--- src/rtl/snes_joy_pkg.sv ---
// Shared types and constants for the SNES controller-port auto-read block.
package snes_joy_pkg;

  // Sequencer phases: idle pass-through, latch pulse, clock-low half,
  // clock-high half, and the one-cycle register commit.
  typedef enum logic [2:0] {
    IDLE,
    LATCH,
    LO,
    HI,
    COMMIT
  } joy_state_t;

  // Sixteen bits per pad, so a 4-bit index covers one full read.
  localparam int unsigned BIT_W = 4;

  // Default timing in CPU-cycle enable ticks.
  localparam int unsigned DEF_LATCH_TICKS = 12;
  localparam int unsigned DEF_HALF_TICKS  = 6;

  // Counter width able to hold (max of the two phase lengths) - 1.
  function automatic int unsigned tick_width(input int unsigned a,
                                             input int unsigned b);
    int unsigned m;
    m = (a > b) ? a : b;
    if (m <= 2) return 1;
    return $clog2(m);
  endfunction

endpackage

--- src/rtl/joy_shift16.sv ---
// 16-bit deserialiser for one active-low pad data line. Bits arrive MSB
// first; the working register is copied to the visible register on load.
module joy_shift16 (
  input  logic        clk,
  input  logic        rst,
  input  logic        shift,
  input  logic        line,
  input  logic        load,
  output logic [15:0] q
);

  logic [15:0] work;

  // Shift in the inverted line so a pressed button reads as 1.
  always_ff @(posedge clk) begin
    if (rst) begin
      work <= '0;
    end else if (shift) begin
      work <= {work[14:0], ~line};
    end
  end

  // Publish the completed word only when the sequencer commits.
  always_ff @(posedge clk) begin
    if (rst) begin
      q <= '0;
    end else if (load) begin
      q <= work;
    end
  end

endmodule

--- src/rtl/joy_autoread.sv ---
// SNES controller-port controller: drives latch and per-port clocks,
// runs the vblank auto-joypad read into JOY1..JOY4, and passes manual CPU
// port accesses through when no auto-read is in progress.
module joy_autoread
  import snes_joy_pkg::*;
#(
  parameter int unsigned LATCH_TICKS = DEF_LATCH_TICKS,
  parameter int unsigned HALF_TICKS  = DEF_HALF_TICKS
) (
  input  logic        CLK,
  input  logic        RST,
  input  logic        CE,
  input  logic        ENABLE,
  input  logic        VBLANK_START,
  input  logic        MAN_LATCH,
  input  logic        MAN_CLK1,
  input  logic        MAN_CLK2,
  input  logic [1:0]  P1_DI,
  input  logic [1:0]  P2_DI,
  output logic        PORT_LATCH,
  output logic        P1_CLK,
  output logic        P2_CLK,
  output logic [15:0] JOY1,
  output logic [15:0] JOY2,
  output logic [15:0] JOY3,
  output logic [15:0] JOY4,
  output logic        BUSY,
  output logic        DONE
);

  localparam int unsigned TICK_W = tick_width(LATCH_TICKS, HALF_TICKS);
  localparam logic [TICK_W-1:0] LAST_LATCH = TICK_W'(LATCH_TICKS - 1);
  localparam logic [TICK_W-1:0] LAST_HALF  = TICK_W'(HALF_TICKS - 1);

  joy_state_t        state;
  logic [TICK_W-1:0] tick;
  logic [BIT_W-1:0]  bit_idx;
  logic              shift_en;
  logic              load_en;

  // Sample the pads on the last low tick, just before the clocks rise;
  // copy working words out during the commit cycle.
  always_comb begin
    shift_en = (state == LO) && CE && (tick == LAST_HALF);
    load_en  = (state == COMMIT);
  end

  // Sequencer: manual pass-through in IDLE, timed latch/clock train while
  // busy. Every port strobe is registered here.
  always_ff @(posedge CLK) begin
    if (RST) begin
      state      <= IDLE;
      tick       <= '0;
      bit_idx    <= '0;
      PORT_LATCH <= 1'b0;
      P1_CLK     <= 1'b0;
      P2_CLK     <= 1'b0;
      BUSY       <= 1'b0;
      DONE       <= 1'b0;
    end else begin
      DONE <= 1'b0;
      case (state)
        IDLE: begin
          PORT_LATCH <= MAN_LATCH;
          P1_CLK     <= MAN_CLK1;
          P2_CLK     <= MAN_CLK2;
          // Vblank start is a single-CLK strobe, so it is taken regardless of CE.
          if (VBLANK_START && ENABLE) begin
            state      <= LATCH;
            BUSY       <= 1'b1;
            tick       <= '0;
            PORT_LATCH <= 1'b1;
            P1_CLK     <= 1'b0;
            P2_CLK     <= 1'b0;
          end
        end

        LATCH: begin
          if (CE) begin
            if (tick == LAST_LATCH) begin
              PORT_LATCH <= 1'b0;
              tick       <= '0;
              bit_idx    <= '0;
              state      <= LO;
            end else begin
              tick <= tick + TICK_W'(1);
            end
          end
        end

        LO: begin
          if (CE) begin
            if (tick == LAST_HALF) begin
              P1_CLK <= 1'b1;
              P2_CLK <= 1'b1;
              tick   <= '0;
              state  <= HI;
            end else begin
              tick <= tick + TICK_W'(1);
            end
          end
        end

        HI: begin
          if (CE) begin
            if (tick == LAST_HALF) begin
              P1_CLK <= 1'b0;
              P2_CLK <= 1'b0;
              tick   <= '0;
              if (bit_idx != '1) begin
                bit_idx <= bit_idx + BIT_W'(1);
                state   <= LO;
              end else begin
                state <= COMMIT;
              end
            end else begin
              tick <= tick + TICK_W'(1);
            end
          end
        end

        COMMIT: begin
          BUSY  <= 1'b0;
          DONE  <= 1'b1;
          state <= IDLE;
        end

        default: begin
          state <= IDLE;
        end
      endcase
    end
  end

  // JOY1 = P1 d0, JOY2 = P2 d0, JOY3 = P1 d1, JOY4 = P2 d1.
  joy_shift16 u_joy1 (
    .clk   (CLK),
    .rst   (RST),
    .shift (shift_en),
    .line  (P1_DI[0]),
    .load  (load_en),
    .q     (JOY1)
  );

  joy_shift16 u_joy2 (
    .clk   (CLK),
    .rst   (RST),
    .shift (shift_en),
    .line  (P2_DI[0]),
    .load  (load_en),
    .q     (JOY2)
  );

  joy_shift16 u_joy3 (
    .clk   (CLK),
    .rst   (RST),
    .shift (shift_en),
    .line  (P1_DI[1]),
    .load  (load_en),
    .q     (JOY3)
  );

  joy_shift16 u_joy4 (
    .clk   (CLK),
    .rst   (RST),
    .shift (shift_en),
    .line  (P2_DI[1]),
    .load  (load_en),
    .q     (JOY4)
  );

endmodule

--- config.mk ---
export PLATFORM = sky130hd
export DESIGN_NAME = joy_autoread
export DESIGN_NICKNAME = d
export VERILOG_FILES = /design/src/rtl/snes_joy_pkg.sv /design/src/rtl/joy_shift16.sv /design/src/rtl/joy_autoread.sv
export SDC_FILE = /design/constraint.sdc
export NUM_CORES = 1
export LEC_CHECK = 0
export ABC_AREA = 1
export BUFFER_PORTS_ARGS = -buffer_cell sky130_fd_sc_hd__buf_4
export CAP_MARGIN = 20
export CORE_ASPECT_RATIO = 1.4
export CORE_MARGIN = 3
export CORE_UTILIZATION = 28
export CTS_BUF_LIST = sky130_fd_sc_hd__clkbuf_16
export CTS_CLUSTER_DIAMETER = 200
export DETAILED_ROUTE_END_ITERATION = 12
export MAX_ROUTING_LAYER = met4
export PLACE_DENSITY = 0.57
export SETUP_SLACK_MARGIN = 0.2
export SYNTH_ARGS = -nofsm -noshare
export SYNTH_HDL_FRONTEND = slang
export SYNTH_HIERARCHICAL = 1
export SYNTH_SLANG_ARGS = --single-unit
--- constraint.sdc ---
create_clock -name CLK -period 3.1 [get_ports CLK]
set_input_delay 0.155 -clock CLK [delete_from_list [all_inputs] [get_ports CLK]]
set_output_delay 0.155 -clock CLK [all_outputs]
set_load 0.05 [all_outputs]
* Yosys cells after proc, flatten, opt, wreduce, memory -nomap -nowiden
Cells that the tools add are included.
** Storage, ports and cells
- Output and inout bits :: 69
- Bits of input ports :: 12
- Register bits :: 144
** Cells by class
- Equal/unequal tests :: 16
- Add/subtract/negate cells :: 2
- Multiplexer cells :: 36
- Bitwise gates (word level) :: 4
- Reduce and logical (&&, ||, !) cells :: 16
** Operator list (count)
- two-way mux 4 bit :: 10
- two-way mux 3 bit :: 8
- != test 2 bit, second input constant :: 7
- case mux 3 bit (4 select lines) :: 1
- case mux 4 bit (3 select lines) :: 1
- two-way mux 1 bit :: 11
- adder 4 x 1 -> 4 bit, second input constant :: 2
- case mux 4 bit (2 select lines) :: 1
- AND reduction 7 bit :: 1
- == test 3 x 2 -> 1 bit, second input constant :: 2
- case mux 1 bit (3 select lines) :: 2
- AND reduction 6 bit :: 1
- nonzero test 2 bit :: 3
- nonzero test 3 bit :: 2
- AND reduction 5 bit :: 1
- == test 4 x 3 -> 1 bit, second input constant :: 1
- == test 4 bit, second input constant :: 1
- != test 2 x 1 -> 1 bit, second input constant :: 2
- != test 4 bit, second input constant :: 1
- inverter 1 bit :: 4
- case mux 1 bit (2 select lines) :: 2
- AND reduction 4 bit :: 1
- == test 3 x 1 -> 1 bit, second input constant :: 1
- == test 3 bit, second input constant :: 1
- other kinds (5) :: 7

* Logic depth before layout (Yosys ltp)
- Depth in word-level cells :: 5
- Depth in mapped cells :: 10
- Gate-level depth less buffers :: 9

* Modules after synthesis
Netlist, hierarchy kept.
** Modules (own cells, without submodules)
- joy_shift16 :: cells an instance 186, area an instance 1267.5 um2, instances 4
- joy_autoread :: cells an instance 139, area an instance 967.2 um2, instances 1

* Worst setup path after synthesis
Ideal clock, no wire load.
- Kind :: register to register
- Start :: register tick[0]
- End :: register u_joy1.work[10]
- Cell stages (with the launch flop) :: 8
- Library setup time :: 0.113 ns
- Clock period less this slack :: 2.822 ns
- Required time :: 2.987 ns
- Slack :: 0.278 ns
- Arrival :: 2.710 ns
- Path through :: dfxtp_1 ha_1 nand4_1 nor3_1 buf_6 nand2_1 nand2_1 nor2_1
** On the way
- Word-level cells in the longest chain between the ends :: 2
** RTL lines
- start, declared :: line joy_autoread.sv:36 : logic [TICK_W-1:0] tick;
- start signal, assigned :: line joy_autoread.sv:86 : tick <= tick + TICK_W'(1);
- start signal, assigned :: line joy_autoread.sv:99 : tick <= tick + TICK_W'(1);
- start signal, assigned :: line joy_autoread.sv:117 : tick <= tick + TICK_W'(1);
- == test 4 x 3 -> 1 bit :: line joy_autoread.sv:44 : shift_en = (state == LO) && CE && (tick == LAST_HALF);
- logical AND 1 bit :: line joy_autoread.sv:44
- net shift_en :: line joy_autoread.sv:38 : logic shift_en;
- end signal, assigned :: line joy_shift16.sv:19 : work <= {work[14:0], ~line};
- end, declared :: line joy_shift16.sv:12 : logic [15:0] work;
The timed path passes the listed nets, and every way through them passes these cells.
A chain may end at the register's enable or synchronous reset.

* Final worst setup path
- Start :: register tick[1]
- End :: register u_joy4.work[15]
** On the way
- Word-level cells in the longest chain between the ends :: 2
** RTL lines (line)
- == test 4 x 3 -> 1 bit :: joy_autoread.sv:44
- logical AND 1 bit :: joy_autoread.sv:44
- net shift_en :: joy_autoread.sv:38
- end signal, assigned :: joy_shift16.sv:19
- end, declared :: joy_shift16.sv:12
The timed path passes the listed nets, and every way through them passes these cells.

==> results.yml <==
floorplanning:
  die_w_um: 130
  num_io_pins: 81
  fp.coreArea_um2: 20900
  start_util_pct: 28.9
  die_y_um: 180
  num_rows: 62
  die-area_um2: 23400
cts:
  cts_tree: "yes"
  post_cts_resized: 0
  clk_path_buf_depth: 2
  htreeDepth: 4
  clock-sinks: 144
  cts_buffers: 17
  clk_pin_slew_ps: 60
  cts_root_buf: "clkbuf_16"
  clk_latency_ps: 410
power:
  comb_power_share_pct: 12.4
  power_switching_uw: 1260
  clockPowerShare_pct: 45.3
  power_density_nw_per_um2: 633
  swShare_pct: 27.2
  p_int_uw: 3360
  p_leak_uw: 0.00306
  p_seq_share_pct: 42.4
  ir_drop_mv: 0.361
synthesis:
  ys.flop_type: "dfxtp_1"
  yosysMostFrequentCell: "nand2_1"
  netlist_area_um2: 6040
  yosysUniqueCellTypes: 23
  ys_top_cells_by_area: "dfxtp_1 48%, nand2_1 18%, nor2_1 17%, inv_1 5.1%, buf_6 4.8%"
  ys_top_cells_by_count: "286 x nand2_1, 273 x nor2_1, 144 x dfxtp_1, 82 x inv_1, 26 x buf_6"
  syn_inst: 883
  syn_area_per_cell_um2: 6.84
  ys_async_sr_fraction_pct: 0
  synth_fp_nets: 898
  synth_seq_cells: 144
  synth_top_area_share_pct: 47.8
  synth_edf_count: 0
  yosysWarnings: 6
  ys_seq_area_share_pct: 47.8
  yosys.area.top_type: "dfxtp_1"
sta:
  fin_crit_ps: 1890
  finalClockSkew_ps: 9.09
  setup_viol: 0
  tightest_slew_ps: 975
  max_freq_mhz: 530
  fin_setup_tns_ps: 0
  rsz0062_at_grt: "false"
  slew_headroom_pct: 34.9
  slew_viol_final: 0
  finalCritPeriodShare_pct: 60.8
  hold_viol_final: 0
grt:
  antenna_found_initial: 0
  grt_overflow: 0
  grt_pass1_wl_um: 20900
  grt_max_degree: 129
  gr-usage-all-layers_pct: 11.1
  grt_pass1_vias: 4667
critical_path:
  crit_start: "tick[1]"
  end_kind: "flop"
  worstPathCellList: "inv_1 -> ha_1 -> nand4_1 -> nor3_2 -> buf_12 -> nand2_1 -> nand2_1 -> nor2_1"
  path_class: "flop to flop"
  crit_top_cell: "nand2_1"
  crit_slowest_cell: "buf_12"
  reg2reg_from: "tick[1]"
  crit_arrival_ps: 2190
  slowest_delay_ps: 420
  cp.required_ps: 3400
  critPathLaunchType: "flop"
  cp_max_fo: 128
detailed_routing:
  drc: 0
  drt-total-wl_um: 12000
  firstDrtPassIters: 4
  initialDrtViolationCount: 394
  ant_nets: 0
  detail_route.vias_per_cell: 4.12
  wl_per_cell_um: 9.86
  vias: 5021
cells_and_area:
  layout.nets: 965
  final_area_um2: 7290
  syn2layout_area_growth_pct: 20.8
  num-fill-cells: 2216
  drive_gt1_share_pct: 13.8
  antenna_cells: 0
place:
  dpl_cell_area_um2: 6650
  routabilityCongestion: 0.841
  io_buffers: 80
  dp_hpwl_um: 7680
outcome:
  status: "finished clean"
worst_hold_path:
  hold_start: "RST"
  hp-class: "input pin to flop"
job:
  drv_cap: 0
-- critical path, delay by kind of cell (launching register included) --
| family | cells | cell delay, ps |
|---|---|---|
| simple gates | 5 | 710 |
| flops | 1 | 320 |
| buf+inv | 2 | 490 |
| fa+ha+maj | 1 | 170 |
-- path summary, 6_finish.rpt --
path,endpoint,slack (ps),depth (start not counted)
worst min-delay path,bit_idx[3],40,2
worst max-delay path,u_joy4/work[15],1210,8
worst min register to register,u_joy4/q[6],470,2
worst max register to register,u_joy4/work[15],1210,8
-- what timing repair did --
action                                 in CTS  in global routing
hold buffers                                4                  0
buffers inserted                            0                  0
endpoints found under the hold margin       4                  0
-- state kept, by name (all words and copies together) (netlist names), 16 cells and up --
register,cells
u_joy1/work,16
u_joy2/work,16
u_joy1/q,16
u_joy4/q,16
u_joy3/q,16
u_joy2/q,16
u_joy4/work,16
u_joy3/work,16
-- layout make-up --
class	instances	area [µm²]	share of cell area, %
multi-input combinational	615	2470	33.9
clock buffer	17	425	5.83
sequential	144	2880	39.5
clock inverter	15	180	2.47
tap	256	320	4.39
timing repair buffer	87	688	9.44
inverter	85	322	4.41
-- kinds of logic after synthesis --
logic type | count (synthesis) | synth area share, %
AO/OA/AOI/OAI | 24 | 2.42
XOR/XNOR | 3 | 0.435
adder cells (fa/ha/maj) | 3 | 0.622
buffers and inverters | 124 | 11.4
flip-flops | 144 | 47.8
AND/OR/NAND/NOR | 585 | 37.4
-- cells in the final DEF, fill, tap and decap left out --
| cell type | n |
|---|---|
| nand2_1 | 286 |
| nor2_1 | 273 |
| dfxtp_1 | 144 |
| inv_1 | 82 |
| buf_4 | 81 |
| clkbuf_16 | 17 |
| nand3_1 | 11 |
| a21oi_1 | 9 |
| o21ai_0 | 6 |
| inv_6 | 6 |
| nand2_2 | 5 |
| dlygate4sd3_1 | 4 |
| inv_2 | 3 |
| nor2_4 | 3 |
| a21oi_2 | 3 |
| xor2_1 | 3 |
| ha_1 | 3 |
| bufinv_16 | 3 |
| nand4_1 | 2 |
| o21ai_2 | 2 |
| o211ai_1 | 2 |
| a31oi_1 | 2 |
| nor3_1 | 2 |
| clkinv_2 | 2 |
| clkinvlp_4 | 2 |
| buf_12 | 2 |
| inv_4 | 1 |
| nor3_2 | 1 |
| nor2_2 | 1 |
| and3_1 | 1 |
| clkinv_4 | 1 |
-- metal layers --
layer | track usage, % | wire (µm)
met5 | - | 0
met2 | 18.2 | 5700
met1 | 12.6 | 5610
met3 | 3.12 | 491
met4 | 4.45 | 214
-- power groups by stage --
stage          combinational (µW)  clock [µW]  sequential, µW
2_1_floorplan                 397           0            2040
5_1_grt                       636        2250            1960
3_5_place_dp                  567           0            2000
4_1_cts                       572        2160            1960
3_3_place_gp                  565           0            2000
6_report                      571        2090            1960
-- metrics by stage --
step	instances	hold WS, ps	setup slack, ps	power (µW)	utilization (%)
floorplan	883	310	278	2440	-
global placement	1183	407	1180	2560	31.9
detailed placement	1183	412	1200	2560	31.9
CTS	1219	31.7	1180	4690	34.9
global route	1219	30.7	991	4850	34.9
finish	1219	41.3	1210	4620	34.9
Note: power is estimated with default switching activity, not from simulation.
